===== config.mk =====
export PLATFORM = sky130hd
export DESIGN_NAME = tuner_sweep_ctrl
export DESIGN_NICKNAME = d
export VERILOG_FILES = /design/src/rtl/tuner_sweep_ctrl.sv
export SDC_FILE = /design/constraint.sdc
export NUM_CORES = 1
export LEC_CHECK = 0
export ABC_AREA = 1
export BUFFER_PORTS_ARGS = -buffer_cell sky130_fd_sc_hd__buf_2
export CAP_MARGIN = 20
export CORE_ASPECT_RATIO = 0.8
export CORE_UTILIZATION = 60
export DETAILED_ROUTE_END_ITERATION = 6
export GPL_ROUTABILITY_DRIVEN = 1
export PLACE_DENSITY = 0.91
export SLEW_MARGIN = 20
export SYNTH_ARGS = -nofsm -noshare
export SYNTH_HDL_FRONTEND = slang
export SYNTH_SLANG_ARGS = --single-unit
export TNS_END_PERCENT = 5

===== constraint.sdc =====
create_clock -name i_clk -period 7.45 [get_ports i_clk]
set_input_delay 1.49 -clock i_clk [delete_from_list [all_inputs] [get_ports i_clk]]
set_output_delay 1.49 -clock i_clk [all_outputs]
set_load 0.005 [all_outputs]

===== src/rtl/tuner_sweep_ctrl.sv =====
// tuner_sweep_ctrl: steps a ring tuning code across a range, reads detected power per code,
// and reports the code giving minimum (thru port) or maximum (drop port) power.
module tuner_sweep_ctrl #(
  parameter int ADC_WIDTH    = 8,
  parameter int DAC_WIDTH    = 8,
  parameter int SettleCycles = 4
) (
  input  logic                 i_clk,
  input  logic                 i_rst,
  input  logic                 i_sweep_start,
  input  logic                 i_abort,
  input  logic                 i_search_max,
  input  logic [DAC_WIDTH-1:0] i_code_start,
  input  logic [DAC_WIDTH-1:0] i_code_end,
  input  logic [DAC_WIDTH-1:0] i_code_step,
  output logic [DAC_WIDTH-1:0] o_dig_tune_code,
  output logic                 o_dig_pwr_read_val,
  input  logic                 i_dig_pwr_read_rdy,
  input  logic                 i_dig_pwr_detect_val,
  output logic                 o_dig_pwr_detect_rdy,
  input  logic [ADC_WIDTH-1:0] i_dig_ring_pwr_detected,
  output logic                 o_busy,
  output logic                 o_done,
  output logic [DAC_WIDTH-1:0] o_peak_code,
  output logic [ADC_WIDTH-1:0] o_peak_pwr
);
  typedef enum logic [2:0] {IDLE, SETTLE, REQ, WAIT, UPDATE, DONE} state_e;
  state_e state_q, state_d;
  logic [DAC_WIDTH-1:0] code_q, code_d, end_q, end_d, step_q, step_d;
  logic [DAC_WIDTH-1:0] best_code_q, best_code_d, peak_code_q, peak_code_d;
  logic [ADC_WIDTH-1:0] best_pwr_q, best_pwr_d, peak_pwr_q, peak_pwr_d;
  logic [7:0]           cnt_q, cnt_d;
  logic                 mode_q, mode_d, have_best_q, have_best_d;
  logic                 read_val_q, read_val_d, detect_rdy_q, detect_rdy_d;
  logic [DAC_WIDTH:0]   next_code;
  logic                 last, better;

  // one extra bit so a step past the top of the DAC range ends the sweep instead of wrapping
  assign next_code = {1'b0, code_q} + {1'b0, step_q};
  assign last      = (code_q >= end_q) || (next_code > {1'b0, end_q}) || next_code[DAC_WIDTH];
  assign better    = !have_best_q || (mode_q ? i_dig_ring_pwr_detected > best_pwr_q
                                             : i_dig_ring_pwr_detected < best_pwr_q);

  always_ff @(posedge i_clk or posedge i_rst) begin
    if (i_rst) state_q <= IDLE;
    else       state_q <= state_d;
  end

  always_comb begin
    state_d = state_q;
    if (state_q != IDLE && i_abort) state_d = IDLE;
    else begin
      case (state_q)
        IDLE:    state_d = i_sweep_start ? SETTLE : IDLE;
        SETTLE:  state_d = (cnt_q <= 8'd1) ? REQ : SETTLE;
        REQ:     state_d = (read_val_q && i_dig_pwr_read_rdy) ? WAIT : REQ;
        WAIT:    state_d = (detect_rdy_q && i_dig_pwr_detect_val) ? UPDATE : WAIT;
        UPDATE:  state_d = last ? DONE : SETTLE;
        default: state_d = IDLE;
      endcase
    end
  end

  always_comb begin
    code_d       = code_q;
    end_d        = end_q;
    step_d       = step_q;
    mode_d       = mode_q;
    cnt_d        = (state_q == SETTLE) ? cnt_q - 8'd1 : cnt_q;
    have_best_d  = have_best_q;
    best_code_d  = best_code_q;
    best_pwr_d   = best_pwr_q;
    peak_code_d  = peak_code_q;
    peak_pwr_d   = peak_pwr_q;
    read_val_d   = state_d == REQ;
    detect_rdy_d = state_d == WAIT;
    if (state_q == IDLE && i_sweep_start) begin
      code_d      = i_code_start;
      end_d       = i_code_end;
      step_d      = (i_code_step == '0) ? DAC_WIDTH'(1) : i_code_step;
      mode_d      = i_search_max;
      cnt_d       = 8'(SettleCycles);
      have_best_d = 1'b0;
    end
    if (state_q == WAIT && state_d == UPDATE) begin
      have_best_d = 1'b1;
      best_code_d = better ? code_q : best_code_q;
      best_pwr_d  = better ? i_dig_ring_pwr_detected : best_pwr_q;
    end
    if (state_q == UPDATE && state_d == SETTLE) begin
      code_d = next_code[DAC_WIDTH-1:0];
      cnt_d  = 8'(SettleCycles);
    end
    if (state_d == DONE) begin
      code_d      = best_code_q;
      peak_code_d = best_code_q;
      peak_pwr_d  = best_pwr_q;
    end
  end

  always_ff @(posedge i_clk or posedge i_rst) begin
    if (i_rst) begin
      code_q       <= '0;
      end_q        <= '0;
      step_q       <= '0;
      mode_q       <= 1'b0;
      cnt_q        <= '0;
      have_best_q  <= 1'b0;
      best_code_q  <= '0;
      best_pwr_q   <= '0;
      peak_code_q  <= '0;
      peak_pwr_q   <= '0;
      read_val_q   <= 1'b0;
      detect_rdy_q <= 1'b0;
    end else begin
      code_q       <= code_d;
      end_q        <= end_d;
      step_q       <= step_d;
      mode_q       <= mode_d;
      cnt_q        <= cnt_d;
      have_best_q  <= have_best_d;
      best_code_q  <= best_code_d;
      best_pwr_q   <= best_pwr_d;
      peak_code_q  <= peak_code_d;
      peak_pwr_q   <= peak_pwr_d;
      read_val_q   <= read_val_d;
      detect_rdy_q <= detect_rdy_d;
    end
  end

  assign o_dig_tune_code      = code_q;
  assign o_dig_pwr_read_val   = read_val_q;
  assign o_dig_pwr_detect_rdy = detect_rdy_q;
  assign o_busy               = state_q != IDLE;
  assign o_done               = state_q == DONE;
  assign o_peak_code          = peak_code_q;
  assign o_peak_pwr           = peak_pwr_q;
endmodule


==> results of run 1 <==
## worst register-to-register path: stages, from the launching register on
cell and delay (ns):
sky130_fd_sc_hd__dfrtp_1 0.44, sky130_fd_sc_hd__ha_1 0.26, sky130_fd_sc_hd__fa_1 0.41, sky130_fd_sc_hd__nand3_1 0.10, sky130_fd_sc_hd__nand2_1 0.12, sky130_fd_sc_hd__a31o_2 0.23, sky130_fd_sc_hd__xnor2_1 0.21, sky130_fd_sc_hd__inv_1 0.07
sky130_fd_sc_hd__ha_1 0.29, sky130_fd_sc_hd__nand2_1 0.06, sky130_fd_sc_hd__inv_1 0.06, sky130_fd_sc_hd__nand2_1 0.05, sky130_fd_sc_hd__nand2_1 0.05, sky130_fd_sc_hd__nand2_1 0.04, sky130_fd_sc_hd__nand2_1 0.05, sky130_fd_sc_hd__nand2_1 0.05
sky130_fd_sc_hd__nand2_1 0.06, sky130_fd_sc_hd__nand2_1 0.05, sky130_fd_sc_hd__nand2_1 0.07, sky130_fd_sc_hd__nand2_1 0.23, sky130_fd_sc_hd__nor2_1 0.16, sky130_fd_sc_hd__nand2_1 0.57, sky130_fd_sc_hd__nor2_1 0.31, sky130_fd_sc_hd__a21oi_1 0.07
## synthesized netlist by cell type, types with 3 or more instances
cell,count,area [sq um]
sky130_fd_sc_hd__a21oi_1,35,175
sky130_fd_sc_hd__a21oi_2,3,26.3
sky130_fd_sc_hd__buf_2,4,20.0
sky130_fd_sc_hd__clkbuf_1,8,30.0
sky130_fd_sc_hd__dfrtp_1,71,1780
sky130_fd_sc_hd__ha_1,34,425
sky130_fd_sc_hd__inv_1,71,267
sky130_fd_sc_hd__inv_2,10,37.5
sky130_fd_sc_hd__nand2_1,102,383
sky130_fd_sc_hd__nand3_1,26,130
sky130_fd_sc_hd__nand4_1,6,37.5
sky130_fd_sc_hd__nor2_1,44,165
sky130_fd_sc_hd__o211ai_1,3,22.5
sky130_fd_sc_hd__o21ai_0,23,115
sky130_fd_sc_hd__o21ai_1,15,75.1
sky130_fd_sc_hd__xnor2_1,5,43.8
sky130_fd_sc_hd__xor2_1,7,61.3
## worst paths after layout
path / from / depth (start not counted) / to / slack (ns)
min reg2reg: o_peak_pwr[4] / 2 / o_peak_pwr[4] / 0.48
min in group asynchronous: i_rst / 3 / o_peak_pwr[7] / 1.40
max reg2reg: o_dig_tune_code[0] / 23 / best_code_q[4] / 3.29
max in group asynchronous: i_rst / 3 / best_pwr_q[2] / 5.45
min: o_peak_pwr[4] / 2 / o_peak_pwr[4] / 0.48
max: o_dig_tune_code[0] / 23 / best_code_q[4] / 3.29
## cells by family (layout without fill, tap and decap cells)
family                     after synthesis  count (layout)  synth area share
AOI/OAI and AO/OA                       87              87             0.120
xor gates and xnor gates                12              12            0.0260
adders and majority gates               35              35             0.110
buffers and inverters                   96             164            0.0943
DFF                                     71              71             0.439
muxes                                    1               1           0.00278
and+or+nand+nor                        193             193             0.208
## sequential cells by signal (all words and copies together) (netlist names)
name / flops
best_code_q: 8
best_pwr_q: 8
cnt_q: 8
end_q: 8
have_best_q: 1
mode_q: 1
o_dig_pwr_detect_rdy: 1
o_dig_pwr_read_val: 1
o_dig_tune_code: 8
o_peak_code: 8
o_peak_pwr: 8
state_q: 3
step_q: 8
## layout make-up
class / count / area share
clock buffer: 11 / 0.0286
clock inverter: 4 / 0.0103
inverter: 81 / 0.0661
multi-input combinational: 328 / 0.411
sequential: 71 / 0.386
tap: 84 / 0.0228
timing repair buffer: 68 / 0.0751
## power by group through the flow
stage | Sequential [W] | Clock, W | Combinational, W
2_1_floorplan | 0.000644 | 0 | 0.000911
3_3_place_gp | 0.000661 | 0 | 0.00113
3_5_place_dp | 0.000668 | 0 | 0.00119
4_1_cts | 0.000662 | 0.000297 | 0.00121
5_1_grt | 0.000681 | 0.000316 | 0.00140
6_report | 0.000662 | 0.000294 | 0.00121
## through the flow
| step | util | cells |
|---|---|---|
| after floorplan | - | 495 |
| after global placement | 0.686 | 632 |
| after detailed placement | 0.686 | 632 |
| after CTS | 0.714 | 647 |
| after global routing | 0.714 | 647 |
| final | 0.714 | 647 |
## layer usage
metal / GRT usage / wire, um / vias up
li1: - / - / 1716
met1: 0.358 / 4020 / 1619
met2: 0.459 / 4240 / 104
met3: 0.0719 / 525 / 14
met4: 0.0684 / 113 / 0
met5: 0 / 0 / -
==> results_tabular.tex, run 1 <==
\begin{tabular}{lr}
\hline
Metric & Value \\
\hline
\multicolumn{2}{l}{\textbf{Power and ir drop}} \\
\quad Sum of internal, switching and leakage power & 0.00216 W \\
\quad Portion of total power attributed to combinational logic & 0.558 \\
\quad Power Density & 470 mW/mm\^{}2 \\
\quad Internal Pwr Total & 0.00117 W \\
\quad Static leakage power & 2.55 nW \\
\quad Switching power & 0.000996 W \\
\quad Clk network pwr share & 0.136 \\
\quad Maximum resistive drop on vdd & slightly above 300 uV \\
\quad Flop pwr share & 0.306 \\
\quad Share of total power consumed by net switching & 0.460 \\
\multicolumn{2}{l}{\textbf{Detailed routing}} \\
\quad Vias after detailed routing & around 3500 \\
\quad Average via count per standard cell & 5.34 \\
\quad Iteration count of the initial detailed-routing pass & 5 \\
\quad Antenna-violating nets left & 0 \\
\quad Routed WL & 8.91 mm \\
\quad Iter 0 DRT Violations & roughly 160 \\
\quad Detailed-route DRC error count & 0 \\
\quad DR WL/cell & 13.8 um \\
\multicolumn{2}{l}{\textbf{Synth}} \\
\quad Top flip-flop cell by instance count after synthesis & sky130\_fd\_sc\_hd\_\_dfrtp\_1 \\
\quad \#FFs+latches synth & 71 \\
\quad Distinct cell type count of the synthesized netlist & 38 \\
\quad Combined area of all synthesized cells & slightly above 0.004 sq mm \\
\quad Post-synth EDFFs & 0 \\
\quad Async set-reset flop share out of synthesis & 1.00 \\
\quad Syn Nets & 569 \\
\quad Fraction of the yosys area taken by sequential cells & 0.439 \\
\quad Post-Syn Instances & 495 \\
\quad Avg Cell Area, Syn & 8.18 sq um \\
\quad Number of synthesis warnings & 0 \\
\multicolumn{2}{l}{\textbf{Worst setup path}} \\
\quad Buffering stage count on the worst path with inverters included & 2 \\
\quad Gate family responsible for the most delay along the worst path & simple AND/OR/NAND/NOR gates \\
\quad Ordered cell list for the critical path & ha\_1 > fa\_1 > nand3\_1 > nand2\_1 > a31o\_2 > xnor2\_1 > inv\_1 > ha\_1 > nand2\_1 > inv\_1 > nand2\_1 > nand2\_1 > nand2\_1 > nand2\_1 > nand2\_1 > nand2\_1 > nand2\_1 > nand2\_1 > nand2\_1 > nor2\_1 > nand2\_1 > nor2\_1 > a21oi\_1 \\
\quad Crit path max-delay cell type & sky130\_fd\_sc\_hd\_\_nand2\_1 \\
\quad Req. time, crit path & 7.64 ns \\
\quad Largest incremental delay on the critical path & between 0.5 and 0.6 ns \\
\quad Arrival time at the worst endpoint & 4.35 ns \\
\quad Endpoint class of the critical path & flip-flop \\
\quad CP Class & reg2reg \\
\quad Startpoint type of the worst setup path & flip-flop \\
\quad Most frequent cell on the critical path & sky130\_fd\_sc\_hd\_\_nand2\_1 \\
\quad Largest fanout on the critical path & 32 \\
\multicolumn{2}{l}{\textbf{Clocking}} \\
\quad Clock tree from TritonCTS & done \\
\quad Quantity of gates resized following cts & 0 \\
\quad Number of sinks on the clock net & 71 \\
\quad Post-CTS Hold Fix Bufs & 0 \\
\quad Maximum clock path buffer count & 2 \\
\quad Clk pin slew, worst setup/hold paths & roughly 0.07 ns \\
\quad Later-pin clock latency in the skew report & 0.35 ns \\
\quad Post-CTS Setup Bufs & 0 \\
\quad Library cell used as clock root buffer & sky130\_fd\_sc\_hd\_\_clkbuf\_8 \\
\quad Maximum level of the CTS H-tree & 3 \\
\quad Cts bufs inserted & 9 \\
\multicolumn{2}{l}{\textbf{Timing}} \\
\quad Maximum clock frequency & 0.240 GHz \\
\quad Transition time at the pin with the least slew margin & 0.987 ns \\
\quad Worst hold slack across all endpoints & approximately 0.48 ns \\
\quad Share of the clock period used by the worst path after layout & 0.559 \\
\quad Setup TNS after final layout & 0 ns \\
\quad Headroom to the max-slew limit & 0.341 \\
\quad Worst Slack Setup Final & 3.29 ns \\
\quad Setup-failing EPs final & 0 \\
\quad Count of final max-slew check failures & 0 \\
\quad Clock skew & 0.00689 ns \\
\quad Number of hold violations in the final report & 0 \\
\quad Unrepaired setup endpoints after global routing & no \\
\quad Post-route minimum period & 4.16 ns \\
\multicolumn{2}{l}{\textbf{Finish}} \\
\quad Combined area of the multi-input logic cells & 0.00189 sq mm \\
\quad Leading cell types in the layout, fill and taps excluded & 102 x sky130\_fd\_sc\_hd\_\_nand2\_1, 71 x sky130\_fd\_sc\_hd\_\_dfrtp\_1, 70 x sky130\_fd\_sc\_hd\_\_inv\_1, 66 x sky130\_fd\_sc\_hd\_\_buf\_2, 44 x sky130\_fd\_sc\_hd\_\_nor2\_1 \\
\quad Storage cell area & 0.00178 sq mm \\
\quad \# diodes & 0 \\
\quad Layout area overhead & 13.6\% \\
\quad Final net count & 633 \\
\quad Ratio of cells with drive above 1 in the final layout & 0.192 \\
\quad Final-layout fill cell count & 530 \\
\quad Most common cell after layout, fill and taps aside & sky130\_fd\_sc\_hd\_\_nand2\_1 \\
\quad Fin area & 0.00460 sq mm \\
\multicolumn{2}{l}{\textbf{Floorplan}} \\
\quad Starting Density & 0.629 \\
\quad I/O pins & 67 \\
\quad Cell row count & 26 \\
\quad Y dimension of the die & 75.5 um \\
\quad Core Box Area & 0.00644 sq mm \\
\quad Die area & between 0.007 and 0.008 sq mm \\
\quad Overall die width & about 94 um \\
\multicolumn{2}{l}{\textbf{Placement}} \\
\quad Post-placement cell area & around 0.0044 sq mm \\
\quad Count of buffers inserted at the top-level ports & 66 \\
\quad Placement Setup Slack & $\sim$3.4 ns \\
\quad DP HPWL & approximately 6.5 mm \\
\quad Placer congestion estimate & $\sim$0.87 \\
\multicolumn{2}{l}{\textbf{GRT}} \\
\quad Vias in the first global route & 3249 \\
\quad All-layer global routing usage & 0.273 \\
\quad Maximum number of pins on one net before global-route repair & 72 \\
\quad Global-route wire length before repair & 14.6 mm \\
\quad Grt total ovfl & 0 \\
\quad Initial antenna violation count & 0 \\
\multicolumn{2}{l}{\textbf{Min path}} \\
\quad Hold Path Class & reg2reg \\
\multicolumn{2}{l}{\textbf{Job}} \\
\quad Maximum Capacitance Violations & 0 \\
\multicolumn{2}{l}{\textbf{Status}} \\
\quad Result of the run & complete, no violations \\
\hline
\end{tabular}
Note: power is estimated with default switching activity, not from simulation.
==> inputs of run 2 (changes only) <==
- CORE_UTILIZATION: 60 -> 51
- PLACE_DENSITY: 0.91 -> 0.83
- clock period: 7.45 -> 3.45 ns (I/O delays scaled with it)
==> results_tabular.tex, run 2 (synthesized netlist as in run 1, its figures left out) <==
\begin{tabular}{lr}
\hline
Metric & Value \\
\hline
\multicolumn{2}{l}{\textbf{Finish}} \\
\quad Ratio of cells with drive above 1 in the final layout & 0.239 \\
\quad Layout area overhead & 20.7\% \\
\quad Final net count & 643 \\
\quad \# diodes & 0 \\
\quad Leading cell types in the layout, fill and taps excluded & 96 x sky130\_fd\_sc\_hd\_\_nand2\_1, 71 x sky130\_fd\_sc\_hd\_\_dfrtp\_1, 70 x sky130\_fd\_sc\_hd\_\_inv\_1, 66 x sky130\_fd\_sc\_hd\_\_buf\_2, 41 x sky130\_fd\_sc\_hd\_\_nor2\_1 \\
\quad Most common cell after layout, fill and taps aside & sky130\_fd\_sc\_hd\_\_nand2\_1 \\
\quad Fin area & 0.00489 sq mm \\
\multicolumn{2}{l}{\textbf{Clocking}} \\
\quad Clock tree from TritonCTS & done \\
\quad Cts bufs inserted & 9 \\
\quad Maximum clock path buffer count & 2 \\
\quad Maximum level of the CTS H-tree & 3 \\
\quad Number of sinks on the clock net & 71 \\
\quad Library cell used as clock root buffer & sky130\_fd\_sc\_hd\_\_clkbuf\_8 \\
\quad Later-pin clock latency in the skew report & 0.36 ns \\
\quad Clk pin slew, worst setup/hold paths & $\sim$0.080 ns \\
\multicolumn{2}{l}{\textbf{Worst setup path}} \\
\quad Most frequent cell on the critical path & sky130\_fd\_sc\_hd\_\_nand2\_1 \\
\quad Register-to-register path setup slack & 0.1 ns \\
\quad Buffering stage count on the worst path with inverters included & 3 \\
\quad Startpoint type of the worst setup path & flip-flop \\
\quad Largest fanout on the critical path & 16 \\
\quad Gate family responsible for the most delay along the worst path & simple AND/OR/NAND/NOR gates \\
\quad Arrival time at the worst endpoint & 3.59 ns \\
\quad Ordered cell list for the critical path & ha\_1 > nand3\_1 > nand2\_1 > a21oi\_1 > o21ai\_0 > xor2\_1 > inv\_1 > ha\_1 > nand2\_1 > inv\_1 > nand2\_1 > nand2\_1 > nand2\_1 > nand2\_1 > nand2\_1 > nand2\_1 > nand2\_1 > nand2\_2 > nand2\_2 > nor2\_2 > nand2\_2 > buf\_12 > nor2\_1 > a21oi\_1 \\
\quad Critical Path Stages & 24 \\
\quad Largest incremental delay on the critical path & 0.47 ns \\
\quad Timing startpoint of the critical path & o\_dig\_tune\_code[1] \\
\quad Critical register-to-register path endpoint & best\_code\_q[2] \\
\quad Crit path max-delay cell type & sky130\_fd\_sc\_hd\_\_dfrtp\_1 \\
\quad Depth of the most critical reg-to-reg path & 24 \\
\quad CP Class & reg2reg \\
\quad Req. time, crit path & 3.69 ns \\
\quad Origin of the critical flop-to-flop path & o\_dig\_tune\_code[1] \\
\quad Termination of the worst setup path & best\_code\_q[2] \\
\quad Endpoint class of the critical path & flip-flop \\
\multicolumn{2}{l}{\textbf{Timing}} \\
\quad Worst hold slack across all endpoints & 0.334 ns \\
\quad Setup-failing EPs final & 0 \\
\quad Share of the clock period used by the worst path after layout & 0.972 \\
\quad Maximum clock frequency & 0.298 GHz \\
\quad Headroom to the max-slew limit & 0.642 \\
\quad Count of final max-slew check failures & 0 \\
\quad Clock skew & 0.0137 ns \\
\quad Number of hold violations in the final report & 0 \\
\quad Transition time at the pin with the least slew margin & 0.537 ns \\
\quad Post-route minimum period & 3.35 ns \\
\quad Setup TNS after final layout & 0 ns \\
\quad Worst Slack Setup Final & between 0.09 and 0.1 ns \\
\multicolumn{2}{l}{\textbf{GRT}} \\
\quad Maximum number of pins on one net before global-route repair & 33 \\
\quad Initial antenna violation count & 0 \\
\quad All-layer global routing usage & 0.248 \\
\quad Global-route wire length before repair & roughly 16 mm \\
\quad Vias in the first global route & between 3000 and 4000 \\
\quad Grt total ovfl & 0 \\
\multicolumn{2}{l}{\textbf{Floorplan}} \\
\quad Y dimension of the die & 81.7 um \\
\quad Cell row count & 28 \\
\quad Starting Density & 0.538 \\
\quad I/O pins & 67 \\
\quad Overall die width & 102 um \\
\quad Core Box Area & approximately 0.0075 sq mm \\
\quad Die area & 0.00830 sq mm \\
\multicolumn{2}{l}{\textbf{Detailed routing}} \\
\quad DR WL/cell & between 10 and 15 um \\
\quad Detailed-route DRC error count & 0 \\
\quad Iteration count of the initial detailed-routing pass & 4 \\
\quad Antenna-violating nets left & 0 \\
\quad Routed WL & 9.56 mm \\
\quad Average via count per standard cell & 5.18 \\
\quad Vias after detailed routing & 3519 \\
\quad Iter 0 DRT Violations & between 150 and 200 \\
\multicolumn{2}{l}{\textbf{Power and ir drop}} \\
\quad Power Density & 1050 mW/mm\^{}2 \\
\quad Clk network pwr share & 0.158 \\
\quad Flop pwr share & 0.279 \\
\quad Share of total power consumed by net switching & 0.451 \\
\quad Internal Pwr Total & $\sim$0.0028 W \\
\quad Switching power & 0.00232 W \\
\quad Static leakage power & 2.66 nW \\
\quad Sum of internal, switching and leakage power & slightly above 0.005 W \\
\quad Maximum resistive drop on vdd & between 600 and 700 uV \\
\quad Portion of total power attributed to combinational logic & 0.563 \\
\multicolumn{2}{l}{\textbf{Job}} \\
\quad Maximum Capacitance Violations & 0 \\
\multicolumn{2}{l}{\textbf{Placement}} \\
\quad Count of buffers inserted at the top-level ports & 66 \\
\quad Placement Setup Slack & 0.0775 ns \\
\quad Placer congestion estimate & 0.925 \\
\quad Post-placement cell area & 0.00451 sq mm \\
\quad DP HPWL & 6.92 mm \\
\multicolumn{2}{l}{\textbf{Min path}} \\
\quad Hold Path Class & in2async \\
\multicolumn{2}{l}{\textbf{Status}} \\
\quad Result of the run & complete, no violations \\
\hline
\end{tabular}
[run 2: cell count changes in the layout (fill, tap and decap cells not counted), moves of 3 or more]
cell,previous run,this run
sky130_fd_sc_hd__nor2_2,2,5
sky130_fd_sc_hd__nand2_2,2,7
sky130_fd_sc_hd__nor2_1,44,41
sky130_fd_sc_hd__nand2_1,102,96
sky130_fd_sc_hd__buf_4,2,9
[run 2: final cells by class]
type,count,area (sq um)
multi-input cells,328,1970
well taps,105,131
clock buffers,9,124
clock inverters,7,118
repair buffers,78,463
flip-flops and latches,71,1780
inverters,81,304
fillers,646,2640
[run 2: how the worst min path moves through the flow]
stage	from	cells past startpoint	endpoint	slack, ns
after global routing	i_rst	2	o_peak_pwr[6]	0.37
after floorplan	step_q[4]	2	step_q[4]	0.45
final	i_rst	2	o_peak_pwr[6]	0.33
after global placement	o_peak_pwr[5]	2	o_peak_pwr[5]	0.47
after detailed placement	step_q[4]	2	step_q[4]	0.47
after CTS	i_rst	2	o_peak_pwr[6]	0.34
[run 2: power groups by stage]
stage | Combinational (W) | Sequential, W | Clock [W]
5_1_grt | 0.00332 | 0.00147 | 0.000861
2_1_floorplan | 0.00197 | 0.00139 | 0
3_5_place_dp | 0.00266 | 0.00143 | 0
3_3_place_gp | 0.00255 | 0.00142 | 0
4_1_cts | 0.00269 | 0.00142 | 0.000827
6_report | 0.00290 | 0.00144 | 0.000813
[run 2: per-stage QoR]
step           cells   util
2_1_floorplan    495      -
3_3_place_gp     660  0.599
6_report         679  0.649
5_1_grt          679  0.649
3_5_place_dp     660  0.599
4_1_cts          676  0.631
[run 2: per-layer routing]
| layer | vias to the layer above | share of wire | track usage |
|---|---|---|---|
| met4 | 0 | 0.013 | 0.0768 |
| met2 | 90 | 0.48 | 0.408 |
| met3 | 10 | 0.047 | 0.0502 |
| met1 | 1689 | 0.46 | 0.333 |
| met5 | - | 0 | 0 |
| li1 | 1730 | - | - |
[run 2: what timing repair did]
action                     CTS  global route
setup endpoints to repair    0            32
setup buffers                0             2
hold buffers                 0             0
gates resized for setup      0            22
==> inputs of run 3 (changes only) <==
- CORE_UTILIZATION: 51 -> 53
- CTS_BUF_LIST: not set -> sky130_fd_sc_hd__clkbuf_2 sky130_fd_sc_hd__clkbuf_4 sky130_fd_sc_hd__clkbuf_8
- PLACE_DENSITY: 0.83 -> 0.86
==> results_tabular.tex, run 3 (synthesized netlist as in run 1, its figures left out) <==
\begin{tabular}{lr}
\hline
Metric & Value \\
\hline
\multicolumn{2}{l}{\textbf{Timing}} \\
\quad Maximum clock frequency & 0.310 GHz \\
\quad Share of the clock period used by the worst path after layout & 0.935 \\
\quad Post-route minimum period & 3.23 ns \\
\quad Setup-failing EPs final & 0 \\
\quad Worst Slack Setup Final & 0.223 ns \\
\quad Transition time at the pin with the least slew margin & 0.528 ns \\
\quad Number of hold violations in the final report & 0 \\
\quad Clock skew & about 0.013 ns \\
\quad Unrepaired setup endpoints after global routing & yes \\
\quad Count of final max-slew check failures & 0 \\
\quad Headroom to the max-slew limit & 0.648 \\
\multicolumn{2}{l}{\textbf{GRT}} \\
\quad All-layer global routing usage & 0.246 \\
\quad Global-route wire length before repair & 15.1 mm \\
\quad Grt total ovfl & 0 \\
\quad Initial antenna violation count & 0 \\
\quad Vias in the first global route & roughly 3300 \\
\quad Maximum number of pins on one net before global-route repair & 33 \\
\multicolumn{2}{l}{\textbf{Worst setup path}} \\
\quad Ordered cell list for the critical path & ha\_2 > fa\_2 > nand3\_1 > nand2\_1 > xor2\_1 > ha\_1 > nand2\_1 > nor2\_2 > nand2\_1 > nand3\_1 > nand2\_1 > nand2\_1 > nand2\_1 > nand2\_1 > nand2\_1 > nand2\_1 > nand2\_1 > nand2\_2 > nand2\_2 > buf\_12 > o21ai\_0 > inv\_2 > a21oi\_1 \\
\quad Arrival time at the worst endpoint & $\sim$3.5 ns \\
\quad Crit path max-delay cell type & sky130\_fd\_sc\_hd\_\_dfrtp\_1 \\
\quad Register-to-register path setup slack & 0.22 ns \\
\quad Buffering stage count on the worst path with inverters included & 2 \\
\quad Critical register-to-register path endpoint & o\_dig\_tune\_code[2] \\
\quad Gate family responsible for the most delay along the worst path & simple AND/OR/NAND/NOR gates \\
\quad Depth of the most critical reg-to-reg path & 23 \\
\quad Startpoint type of the worst setup path & flip-flop \\
\quad Endpoint class of the critical path & flip-flop \\
\quad Largest fanout on the critical path & 32 \\
\quad Origin of the critical flop-to-flop path & o\_dig\_tune\_code[0] \\
\quad Req. time, crit path & 3.73 ns \\
\quad Most frequent cell on the critical path & sky130\_fd\_sc\_hd\_\_nand2\_1 \\
\quad Largest incremental delay on the critical path & 0.40 ns \\
\quad CP Class & reg2reg \\
\multicolumn{2}{l}{\textbf{Finish}} \\
\quad Leading cell types in the layout, fill and taps excluded & 97 x sky130\_fd\_sc\_hd\_\_nand2\_1, 70 x sky130\_fd\_sc\_hd\_\_inv\_1, 69 x sky130\_fd\_sc\_hd\_\_dfrtp\_1, 66 x sky130\_fd\_sc\_hd\_\_buf\_2, 41 x sky130\_fd\_sc\_hd\_\_nor2\_1 \\
\quad Layout area overhead & 18.7\% \\
\quad Final net count & 642 \\
\quad Ratio of cells with drive above 1 in the final layout & 0.234 \\
\quad Final-layout fill cell count & about 620 \\
\quad \# diodes & 0 \\
\quad Fin area & 0.00481 sq mm \\
\quad Most common cell after layout, fill and taps aside & sky130\_fd\_sc\_hd\_\_nand2\_1 \\
\multicolumn{2}{l}{\textbf{Floorplan}} \\
\quad I/O pins & 67 \\
\quad Y dimension of the die & 80.2 um \\
\quad Overall die width & around 100 um \\
\quad Cell row count & 28 \\
\quad Die area & 0.00800 sq mm \\
\quad Starting Density & 0.548 \\
\quad Core Box Area & between 0.007 and 0.008 sq mm \\
\multicolumn{2}{l}{\textbf{Detailed routing}} \\
\quad Antenna-violating nets left & 0 \\
\quad Iteration count of the initial detailed-routing pass & 4 \\
\quad Iter 0 DRT Violations & 202 \\
\quad Detailed-route DRC error count & 0 \\
\quad Vias after detailed routing & 3460 \\
\quad DR WL/cell & 13.6 um \\
\quad Average via count per standard cell & 5.10 \\
\quad Routed WL & between 9 and 10 mm \\
\multicolumn{2}{l}{\textbf{Power and ir drop}} \\
\quad Portion of total power attributed to combinational logic & 0.575 \\
\quad Clk network pwr share & 0.136 \\
\quad Power Density & 1030 mW/mm\^{}2 \\
\quad Static leakage power & 2.62 nW \\
\quad Switching power & 0.00229 W \\
\quad Internal Pwr Total & 0.00264 W \\
\quad Share of total power consumed by net switching & 0.464 \\
\quad Flop pwr share & 0.290 \\
\quad Maximum resistive drop on vdd & 661 uV \\
\multicolumn{2}{l}{\textbf{Clocking}} \\
\quad Library cell used as clock root buffer & sky130\_fd\_sc\_hd\_\_clkbuf\_8 \\
\quad Clock tree from TritonCTS & done \\
\quad Number of sinks on the clock net & slightly above 70 \\
\quad Later-pin clock latency in the skew report & 0.36 ns \\
\quad Cts bufs inserted & 9 \\
\quad Clk pin slew, worst setup/hold paths & around 0.080 ns \\
\quad Maximum clock path buffer count & 2 \\
\quad Maximum level of the CTS H-tree & 3 \\
\quad Post-CTS Hold Fix Bufs & 0 \\
\multicolumn{2}{l}{\textbf{Job}} \\
\quad Maximum Capacitance Violations & 0 \\
\multicolumn{2}{l}{\textbf{Placement}} \\
\quad Placer congestion estimate & 0.937 \\
\quad Post-placement cell area & 0.00451 sq mm \\
\quad DP HPWL & 6.90 mm \\
\quad Count of buffers inserted at the top-level ports & 66 \\
\quad Placement Setup Slack & about 0.059 ns \\
\multicolumn{2}{l}{\textbf{Status}} \\
\quad Result of the run & complete, no violations \\
\multicolumn{2}{l}{\textbf{Min path}} \\
\quad Hold Path Class & in2async \\
\hline
\end{tabular}
==> run 3: changes by cell type in the layout (fill, tap and decap cells not counted), moves of 2 or more <==
cell | before | now
sky130_fd_sc_hd__bufinv_16 | 3 | 1
sky130_fd_sc_hd__clkinvlp_4 | 0 | 3
sky130_fd_sc_hd__dfrtp_1 | 71 | 69
sky130_fd_sc_hd__dfrtp_2 | 0 | 2
sky130_fd_sc_hd__o21ai_0 | 21 | 19
sky130_fd_sc_hd__o21ai_1 | 17 | 19
sky130_fd_sc_hd__xor2_1 | 5 | 7
sky130_fd_sc_hd__xor2_2 | 2 | 0
==> run 3: timing repair <==
item / in CTS / in global routing
setup endpoints to repair: 0 / 45
gates resized for setup: 0 / 22
buffers inserted: 0 / 1
==> run 3: how the worst max path moves through the flow <==
| stage | from | end | cells past startpoint |
|---|---|---|---|
| 3_3_place_gp | o_dig_tune_code[0] | best_code_q[6] | 24 |
| 2_1_floorplan | o_dig_tune_code[0] | best_pwr_q[5] | 24 |
| 4_1_cts | o_dig_tune_code[0] | o_dig_tune_code[3] | 21 |
| 3_5_place_dp | o_dig_tune_code[0] | best_pwr_q[5] | 24 |
| 5_1_grt | o_dig_tune_code[0] | best_code_q[2] | 24 |
| 6_report | o_dig_tune_code[0] | o_dig_tune_code[2] | 23 |
==> run 3: per-layer routing <==
metal / vias to the layer above / routed length, um / global-route usage
li1: 1728 / - / -
met1: 1634 / 4310 / 0.311
met2: 82 / 4300 / 0.416
met3: 16 / 387 / 0.0583
met4: 0 / 196 / 0.0853
met5: - / 0 / 0
==> run 3: final cells by class <==
type | count | area [sq um] | share of cell area
inverter | 81 | 304 | 0.0633
timing repair buffer | 77 | 455 | 0.0948
clock buffer | 9 | 124 | 0.0258
multi-input combinational | 328 | 1940 | 0.404
tap | 105 | 131 | 0.0273
sequential | 71 | 1780 | 0.370
clock inverter | 7 | 71.3 | 0.0148
==> run 3: metrics by stage <==
stage | hold slack (ns) | total power, W | setup TNS (ns) | cells | utilization
after floorplan | 0.446 | 0.00336 | 0 | 495 | -
after global placement | 0.466 | 0.00399 | 0 | 660 | 0.611
after detailed placement | 0.474 | 0.00412 | 0 | 660 | 0.611
after CTS | 0.365 | 0.00481 | 0 | 676 | 0.637
after global routing | 0.384 | 0.00542 | -0.00722 | 678 | 0.650
final | 0.352 | 0.00493 | 0 | 678 | 0.650
==> run 3: power groups by stage <==
stage	Combinational (W)	Sequential [W]	Clock, W
3_3_place_gp	0.00258	0.00141	0
2_1_floorplan	0.00197	0.00139	0
3_5_place_dp	0.00269	0.00143	0
5_1_grt	0.00324	0.00147	0.000710
4_1_cts	0.00272	0.00142	0.000678
6_report	0.00283	0.00143	0.000670
